File: config.mk
export PLATFORM = sky130hd
export DESIGN_NAME = uart_rx_module_flat
export DESIGN_NICKNAME = d
export VERILOG_FILES = /design/src/rtl/uart_pkg.sv /design/src/rtl/uart_rx_module_if.sv /design/src/rtl/uart_rx_bit_timer.sv /design/src/rtl/uart_rx_module.sv /design/src/flat_wrapper.sv
export SDC_FILE = /design/constraint.sdc
export NUM_CORES = 1
export LEC_CHECK = 0
export BUFFER_PORTS_ARGS = -buffer_cell sky130_fd_sc_hd__buf_2
export CORE_MARGIN = 2
export CORE_UTILIZATION = 29
export DETAILED_ROUTE_END_ITERATION = 8
export PLACE_DENSITY = 0.54
export SLEW_MARGIN = 0
export SYNTH_ARGS = -nofsm -noshare
export SYNTH_HDL_FRONTEND = slang
export SYNTH_SLANG_ARGS = --single-unit
File: constraint.sdc
create_clock -name clk -period 1.41 [get_ports clk]
set_input_delay 0.3525 -clock clk [delete_from_list [all_inputs] [get_ports clk]]
set_output_delay 0.3525 -clock clk [all_outputs]
set_load 0.005 [all_outputs]
File: src/rtl/uart_pkg.sv
// Shared UART definitions used by both the transmitter and the receiver.
// Holds the data width, the default clocks-per-bit and the 3-bit FSM state encoding.
package uart_pkg;

    localparam int unsigned UART_DATA_W       = 8;
    localparam int unsigned UART_CLKS_PER_BIT = 434;   // 50 MHz / 115200

    typedef enum logic [2:0] {
        IDLE      = 3'd0,
        START     = 3'd1,
        DATA      = 3'd2,
        PARITY    = 3'd3,
        STOP      = 3'd4,
        WAIT_IDLE = 3'd5
    } uart_state_e;

endpackage

File: src/rtl/uart_rx_module_if.sv
// UART receiver pin/byte bundle.
//   rx_en_sig, rx_pin_in               : line side and enable, driven by the master
//   rx_data, rx_done_sig, frame_err_sig,
//   parity_err_sig, rx_busy            : receive results, driven by the receiver (slave)
interface uart_rx_module_if;
    import uart_pkg::*;

    logic                   rx_en_sig;
    logic                   rx_pin_in;
    logic [UART_DATA_W-1:0] rx_data;
    logic                   rx_done_sig;
    logic                   frame_err_sig;
    logic                   parity_err_sig;
    logic                   rx_busy;

    modport master (
        output rx_en_sig, rx_pin_in,
        input  rx_data, rx_done_sig, frame_err_sig, parity_err_sig, rx_busy
    );

    modport slave (
        input  rx_en_sig, rx_pin_in,
        output rx_data, rx_done_sig, frame_err_sig, parity_err_sig, rx_busy
    );

endinterface

File: src/rtl/uart_rx_bit_timer.sv
// Baud timer for the UART receiver.
// start_c loads a half-bit period, after which full-bit periods follow while run is high.
// sample_tick is a registered one-cycle pulse at each sample point; the counter
// reloads to 0 on every tick so periods never drift.
// Ports: clk, rstn (async active-low), start_c, run, sample_tick.
module uart_rx_bit_timer
    import uart_pkg::*;
#(
    parameter int unsigned CLKS_PER_BIT = UART_CLKS_PER_BIT
) (
    input  logic clk,
    input  logic rstn,
    input  logic start_c,
    input  logic run,
    output logic sample_tick
);

    localparam int unsigned        CNT_W   = $clog2(CLKS_PER_BIT);
    localparam logic [CNT_W-1:0]   HALF_TC = CNT_W'(CLKS_PER_BIT / 2 - 1);
    localparam logic [CNT_W-1:0]   FULL_TC = CNT_W'(CLKS_PER_BIT - 1);

    logic [CNT_W-1:0] cnt;
    logic             half_q;
    logic             tc_hit_c;

    assign tc_hit_c = (cnt == (half_q ? HALF_TC : FULL_TC));

    // Counter: half period after start, full periods thereafter
    always_ff @(posedge clk or negedge rstn) begin
        if (!rstn) begin
            cnt         <= '0;
            half_q      <= 1'b0;
            sample_tick <= 1'b0;
        end else if (start_c) begin
            cnt         <= '0;
            half_q      <= 1'b1;
            sample_tick <= 1'b0;
        end else if (run) begin
            sample_tick <= tc_hit_c;
            if (tc_hit_c) begin
                cnt    <= '0;
                half_q <= 1'b0;
            end else begin
                cnt <= cnt + CNT_W'(1);
            end
        end else begin
            cnt         <= '0;
            half_q      <= 1'b0;
            sample_tick <= 1'b0;
        end
    end

endmodule

File: src/rtl/uart_rx_module.sv
// UART receiver, 8 data bits LSB first, 1 stop bit; optional parity bit.
// Optional feature macro: UART_RX_PARITY_EN (adds PARITY state, PARITY_ODD selects sense).
// Ports: clk, rstn (async active-low), bus (uart_rx_module_if.slave):
//   rx_en_sig/rx_pin_in in; rx_data, rx_done_sig, frame_err_sig, parity_err_sig, rx_busy out.
module uart_rx_module
    import uart_pkg::*;
#(
    parameter int unsigned CLKS_PER_BIT = UART_CLKS_PER_BIT,
    parameter int unsigned PARITY_ODD   = 0
) (
    input  logic              clk,
    input  logic              rstn,
    uart_rx_module_if.slave   bus
);

    if (CLKS_PER_BIT < 8 || PARITY_ODD > 1) begin : g_bad_param
        $error("uart_rx_module: CLKS_PER_BIT must be >= 8 and PARITY_ODD 0 or 1");
    end

    uart_state_e            state;
    logic                   rx_meta;
    logic                   rx_sync;
    logic                   rx_prev;
    logic [2:0]             bit_cnt;
    logic [UART_DATA_W-1:0] shift_reg;
    logic [UART_DATA_W-1:0] data_q;
    logic                   done_q;
    logic                   ferr_q;
    logic                   busy_q;
    logic                   sample_tick;
    logic                   fall_c;
    logic                   start_c;
    logic                   run_c;

`ifdef UART_RX_PARITY_EN
    localparam logic PAR_SENSE = 1'(PARITY_ODD);
    logic            par_bit;
    logic            perr_q;
`endif

    assign fall_c  = rx_prev & ~rx_sync;
    assign start_c = (state == IDLE) & fall_c & bus.rx_en_sig;
    assign run_c   = (state == START) | (state == DATA) | (state == PARITY) | (state == STOP);

    uart_rx_bit_timer #(
        .CLKS_PER_BIT (CLKS_PER_BIT)
    ) u_bit_timer (
        .clk         (clk),
        .rstn        (rstn),
        .start_c     (start_c),
        .run         (run_c),
        .sample_tick (sample_tick)
    );

    // Synchroniser, edge register and receive FSM
    always_ff @(posedge clk or negedge rstn) begin
        if (!rstn) begin
            rx_meta   <= 1'b1;
            rx_sync   <= 1'b1;
            rx_prev   <= 1'b1;
            state     <= IDLE;
            bit_cnt   <= '0;
            shift_reg <= '0;
            data_q    <= '0;
            done_q    <= 1'b0;
            ferr_q    <= 1'b0;
            busy_q    <= 1'b0;
`ifdef UART_RX_PARITY_EN
            par_bit   <= 1'b0;
            perr_q    <= 1'b0;
`endif
        end else begin
            rx_meta <= bus.rx_pin_in;
            rx_sync <= rx_meta;
            rx_prev <= rx_sync;
            done_q  <= 1'b0;
            ferr_q  <= 1'b0;
`ifdef UART_RX_PARITY_EN
            perr_q  <= 1'b0;
`endif
            case (state)
                IDLE: begin
                    if (start_c) begin
                        state   <= START;
                        busy_q  <= 1'b1;
                        bit_cnt <= '0;
                    end
                end
                START: begin
                    // Line back high at mid start bit is a glitch
                    if (sample_tick) begin
                        if (rx_sync) begin
                            state  <= IDLE;
                            busy_q <= 1'b0;
                        end else begin
                            state <= DATA;
                        end
                    end
                end
                DATA: begin
                    if (sample_tick) begin
                        shift_reg <= {rx_sync, shift_reg[UART_DATA_W-1:1]};
                        bit_cnt   <= bit_cnt + 3'd1;
                        if (bit_cnt == 3'd7) begin
`ifdef UART_RX_PARITY_EN
                            state <= PARITY;
`else
                            state <= STOP;
`endif
                        end
                    end
                end
`ifdef UART_RX_PARITY_EN
                PARITY: begin
                    if (sample_tick) begin
                        par_bit <= rx_sync;
                        state   <= STOP;
                    end
                end
`endif
                STOP: begin
                    if (sample_tick) begin
                        if (rx_sync) begin
                            state  <= IDLE;
                            busy_q <= 1'b0;
`ifdef UART_RX_PARITY_EN
                            if (par_bit == ((^shift_reg) ^ PAR_SENSE)) begin
                                data_q <= shift_reg;
                                done_q <= 1'b1;
                            end else begin
                                perr_q <= 1'b1;
                            end
`else
                            data_q <= shift_reg;
                            done_q <= 1'b1;
`endif
                        end else begin
                            // Stop bit low: framing error or break; wait for line to idle
                            ferr_q <= 1'b1;
                            state  <= WAIT_IDLE;
                        end
                    end
                end
                WAIT_IDLE: begin
                    if (rx_sync) begin
                        state  <= IDLE;
                        busy_q <= 1'b0;
                    end
                end
                default: begin
                    state  <= IDLE;
                    busy_q <= 1'b0;
                end
            endcase
        end
    end

    assign bus.rx_data       = data_q;
    assign bus.rx_done_sig   = done_q;
    assign bus.frame_err_sig = ferr_q;
    assign bus.rx_busy       = busy_q;
`ifdef UART_RX_PARITY_EN
    assign bus.parity_err_sig = perr_q;
`else
    assign bus.parity_err_sig = 1'b0;
`endif

endmodule
File: src/flat_wrapper.sv
// flat-port wrapper written by rule: the top's interface ports become plain ports
module uart_rx_module_flat import uart_pkg::*;
#(
    parameter int unsigned CLKS_PER_BIT = UART_CLKS_PER_BIT,
    parameter int unsigned PARITY_ODD   = 0
)
  (clk, rstn, bus_rx_en_sig, bus_rx_pin_in, bus_rx_data, bus_rx_done_sig, bus_frame_err_sig, bus_parity_err_sig, bus_rx_busy);
  uart_rx_module_if bus_i ();
  input  logic clk;
  input  logic rstn;
  input wire logic [$bits(bus_i.rx_en_sig)-1:0] bus_rx_en_sig;
  input wire logic [$bits(bus_i.rx_pin_in)-1:0] bus_rx_pin_in;
  output wire logic [$bits(bus_i.rx_data)-1:0] bus_rx_data;
  output wire logic [$bits(bus_i.rx_done_sig)-1:0] bus_rx_done_sig;
  output wire logic [$bits(bus_i.frame_err_sig)-1:0] bus_frame_err_sig;
  output wire logic [$bits(bus_i.parity_err_sig)-1:0] bus_parity_err_sig;
  output wire logic [$bits(bus_i.rx_busy)-1:0] bus_rx_busy;
  assign bus_i.rx_en_sig = bus_rx_en_sig;
  assign bus_i.rx_pin_in = bus_rx_pin_in;
  assign bus_rx_data = bus_i.rx_data;
  assign bus_rx_done_sig = bus_i.rx_done_sig;
  assign bus_frame_err_sig = bus_i.frame_err_sig;
  assign bus_parity_err_sig = bus_i.parity_err_sig;
  assign bus_rx_busy = bus_i.rx_busy;
  uart_rx_module #(.CLKS_PER_BIT(CLKS_PER_BIT), .PARITY_ODD(PARITY_ODD)) u_core (.clk(clk), .rstn(rstn), .bus(bus_i));
endmodule
==> flow_metrics.tcl <==
set metrics [dict create \
    min_path_type "input port to asynchronous set/reset pin" \
    clk_latency_ns 0.29 \
    syn_to_final_growth_pct 34.4 \
    vias_per_cell 4.40 \
    antenna_found_initial 0 \
    p_leak_nw 1.11 \
    placed_area_sq_um 2070 \
    fin_setup_tns_ns -0.279 \
    first_global_vias 1241 \
    synth_ff_type "dfrtp_1" \
    hold_viol 0 \
    wirelength_mm 3.29 \
    worstPathCellList "nand3b_1, nor3b_2, buf_4, mux2_4" \
    worstSetupStartpoint "u_core.state[0]" \
    die_y_um 81.0 \
    clk_pin_slew_ns 0.07 \
    vias 1258 \
    cts_buffers 5 \
    crit_fanout 5 \
    wl_per_cell_um 11.5 \
    r2r_start "u_core.state[0]" \
    synth_cell_types 36 \
    ios 16 \
    htree_levels 2 \
    ys_warn_count 0 \
    finalMaxSlewViolations 0 \
    ant_nets 0 \
    start_util 0.296 \
    coreArea_sq_um 5820 \
    grt_overflow 0 \
    power_density_nw_per_um2 1420 \
    synth_edf_count 0 \
    drive_above_1_share 0.393 \
    port_buffers 14 \
    final_area_sq_um 2310 \
    dr.pass1.iters 4 \
    grt_max_degree 40 \
    crit_required_ns 1.58 \
    largest_reg_flops 9 \
    end_kind "flop" \
    crit_slowest_cell "dfrtp_1" \
    rows 28 \
    postSynth.asyncResetShare 1.00 \
    avgSynthCellArea_sq_um 10.4 \
    grt_pass1_wl_mm 5.75 \
    fin_ws_ns -0.0509 \
    violations "negative setup slack" \
    status "finished with violations" \
    cts_tree "yes" \
    fin_total_pwr_mw 3.28 \
    track_usage 0.114 \
    routed.top_layer "met4" \
    final.min_clock_period_ns 1.46 \
    die_area_sq_um 6560 \
    seq_area_frac_synth 0.570 \
    ir_worst_vdd_v 0.000545 \
    syn_inst 165 \
    ctsLongestPathBuffers 2 \
    cts_root_buf "clkbuf_8" \
    drc_errors 0 \
    path_delay_family "simple AND/OR/NAND/NOR gates" \
    fmax_ghz 0.684 \
    dieWidth_um 81.0 \
    rsz0062_at_grt "yes" \
    critical_path_class "flop to flop" \
    ctsHoldBuffers 0 \
    gp_congestion 0.792 \
    met1_length_mm 1.64 \
    numClockSinks 39 \
    syn_nets 172 \
    cp.buffers_inverters 1 \
    met2_length_mm 1.46 \
    nets 217 \
    syn_area_sq_um 1720 \
    n_antenna_cell 0 \
    yosys_register_bits 39 \
    drtIter0Drc 95 \
    cp-start-kind "flop" \
    place_hpwl_mm 2.23 \
    wl_met3_um 108 \
    skew_ns 0.00465 \
    finalCritPeriodShare 1.04 \
    setup_viol 9 \
    maxCapViolCount 0 \
    critPathMaxStageDelay_ns 0.42 \
    worst_ep_arrival_time_ns 1.63 \
]
-- cell families (layout without fill, tap and decap cells) --
logic type / after synthesis / count (layout) / share of synthesized area
AO/OA/AOI/OAI: 18 / 18 / 0.0764
buffers and inverters: 10 / 56 / 0.0298
XOR/XNOR: 8 / 8 / 0.0408
adder cells (fa/ha/maj): 3 / 3 / 0.0218
flip-flops: 39 / 39 / 0.570
multiplexers: 8 / 8 / 0.0524
AND/OR/NAND/NOR: 78 / 78 / 0.207
other: 1 / 1 / 0.00218
-- routing by layer --
layer,GRT usage,vias to the layer above
met4,0.0508,0
met2,0.163,17
li1,-,640
met3,0.0289,5
met1,0.162,596
met5,0,-
-- path summary, 6_finish.rpt --
| path | end | slack [ns] | depth (start not counted) |
|---|---|---|---|
| setup / recovery | u_core.bus.rx_data[0] | -0.05 | 4 |
| hold / removal | u_core.bus.rx_data[0] | 0.02 | 2 |
| setup reg to reg | u_core.bus.rx_data[0] | -0.05 | 4 |
| hold reg to reg | u_core.rx_sync | 0.38 | 0 |
| max in group asynchronous | u_core.rx_meta | 1.13 | 2 |
| min in group clk | u_core.rx_meta | 0.16 | 1 |
-- through the flow --
step	hold slack, ns	std cells	utilization	setup slack [ns]
after floorplan	0.0569	165	-	0.00958
after global placement	0.337	273	0.355	-0.0468
after detailed placement	0.338	273	0.355	-0.0829
after CTS	0.0209	286	0.384	-0.0957
after global routing	0.0285	286	0.397	-0.139
final	0.0173	286	0.397	-0.0509
-- cells in the final DEF, fill, tap and decap left out, types with 4 or more instances in the layout --
master,n
nor2_4,6
nor3_1,4
o21ai_0,4
nor2_1,5
xnor2_1,4
nand3_1,7
clkbuf_8,6
nand2_1,39
nor2_2,5
dfrtp_1,36
a21oi_1,4
mux2_4,8
buf_2,14
buf_4,27
-- Yosys cell counts (3+ instances only) --
cell type,count,area share
nand2_1,39,0.085
dfrtp_1,36,0.52
nor2_1,16,0.035
mux2_2,7,0.046
nand3_1,7,0.020
buf_2,5,0.015
xnor2_1,5,0.025
a21oi_1,4,0.012
nor3_1,4,0.012
o21ai_0,4,0.012
dfstp_2,3,0.046
ha_1,3,0.022
o21a_1,3,0.013
xor2_1,3,0.015
-- layout make-up --
type                       instances  area (sq um)
inverter                           2          7.51
timing repair buffer              46           347
fill                             616          3500
sequential                        39           980
clock inverter                     1          5.00
multi-input combinational        116           792
tap                               75          93.8
clock buffer                       7          86.3
-- repair_timing --
action / CTS / global route
setup endpoints to repair: 12 / 29
pin swaps: 1 / 10
resized for setup: 12 / 21
buffers inserted: 4 / 0
gates cloned: 1 / 0
-- where the power goes --
part	internal, mW	switching, mW
clock network	0.394	0.369
logic	0.575	0.567
registers	1.26	0.109
total	2.23	1.04
Note: power is estimated with default switching activity, not from simulation.
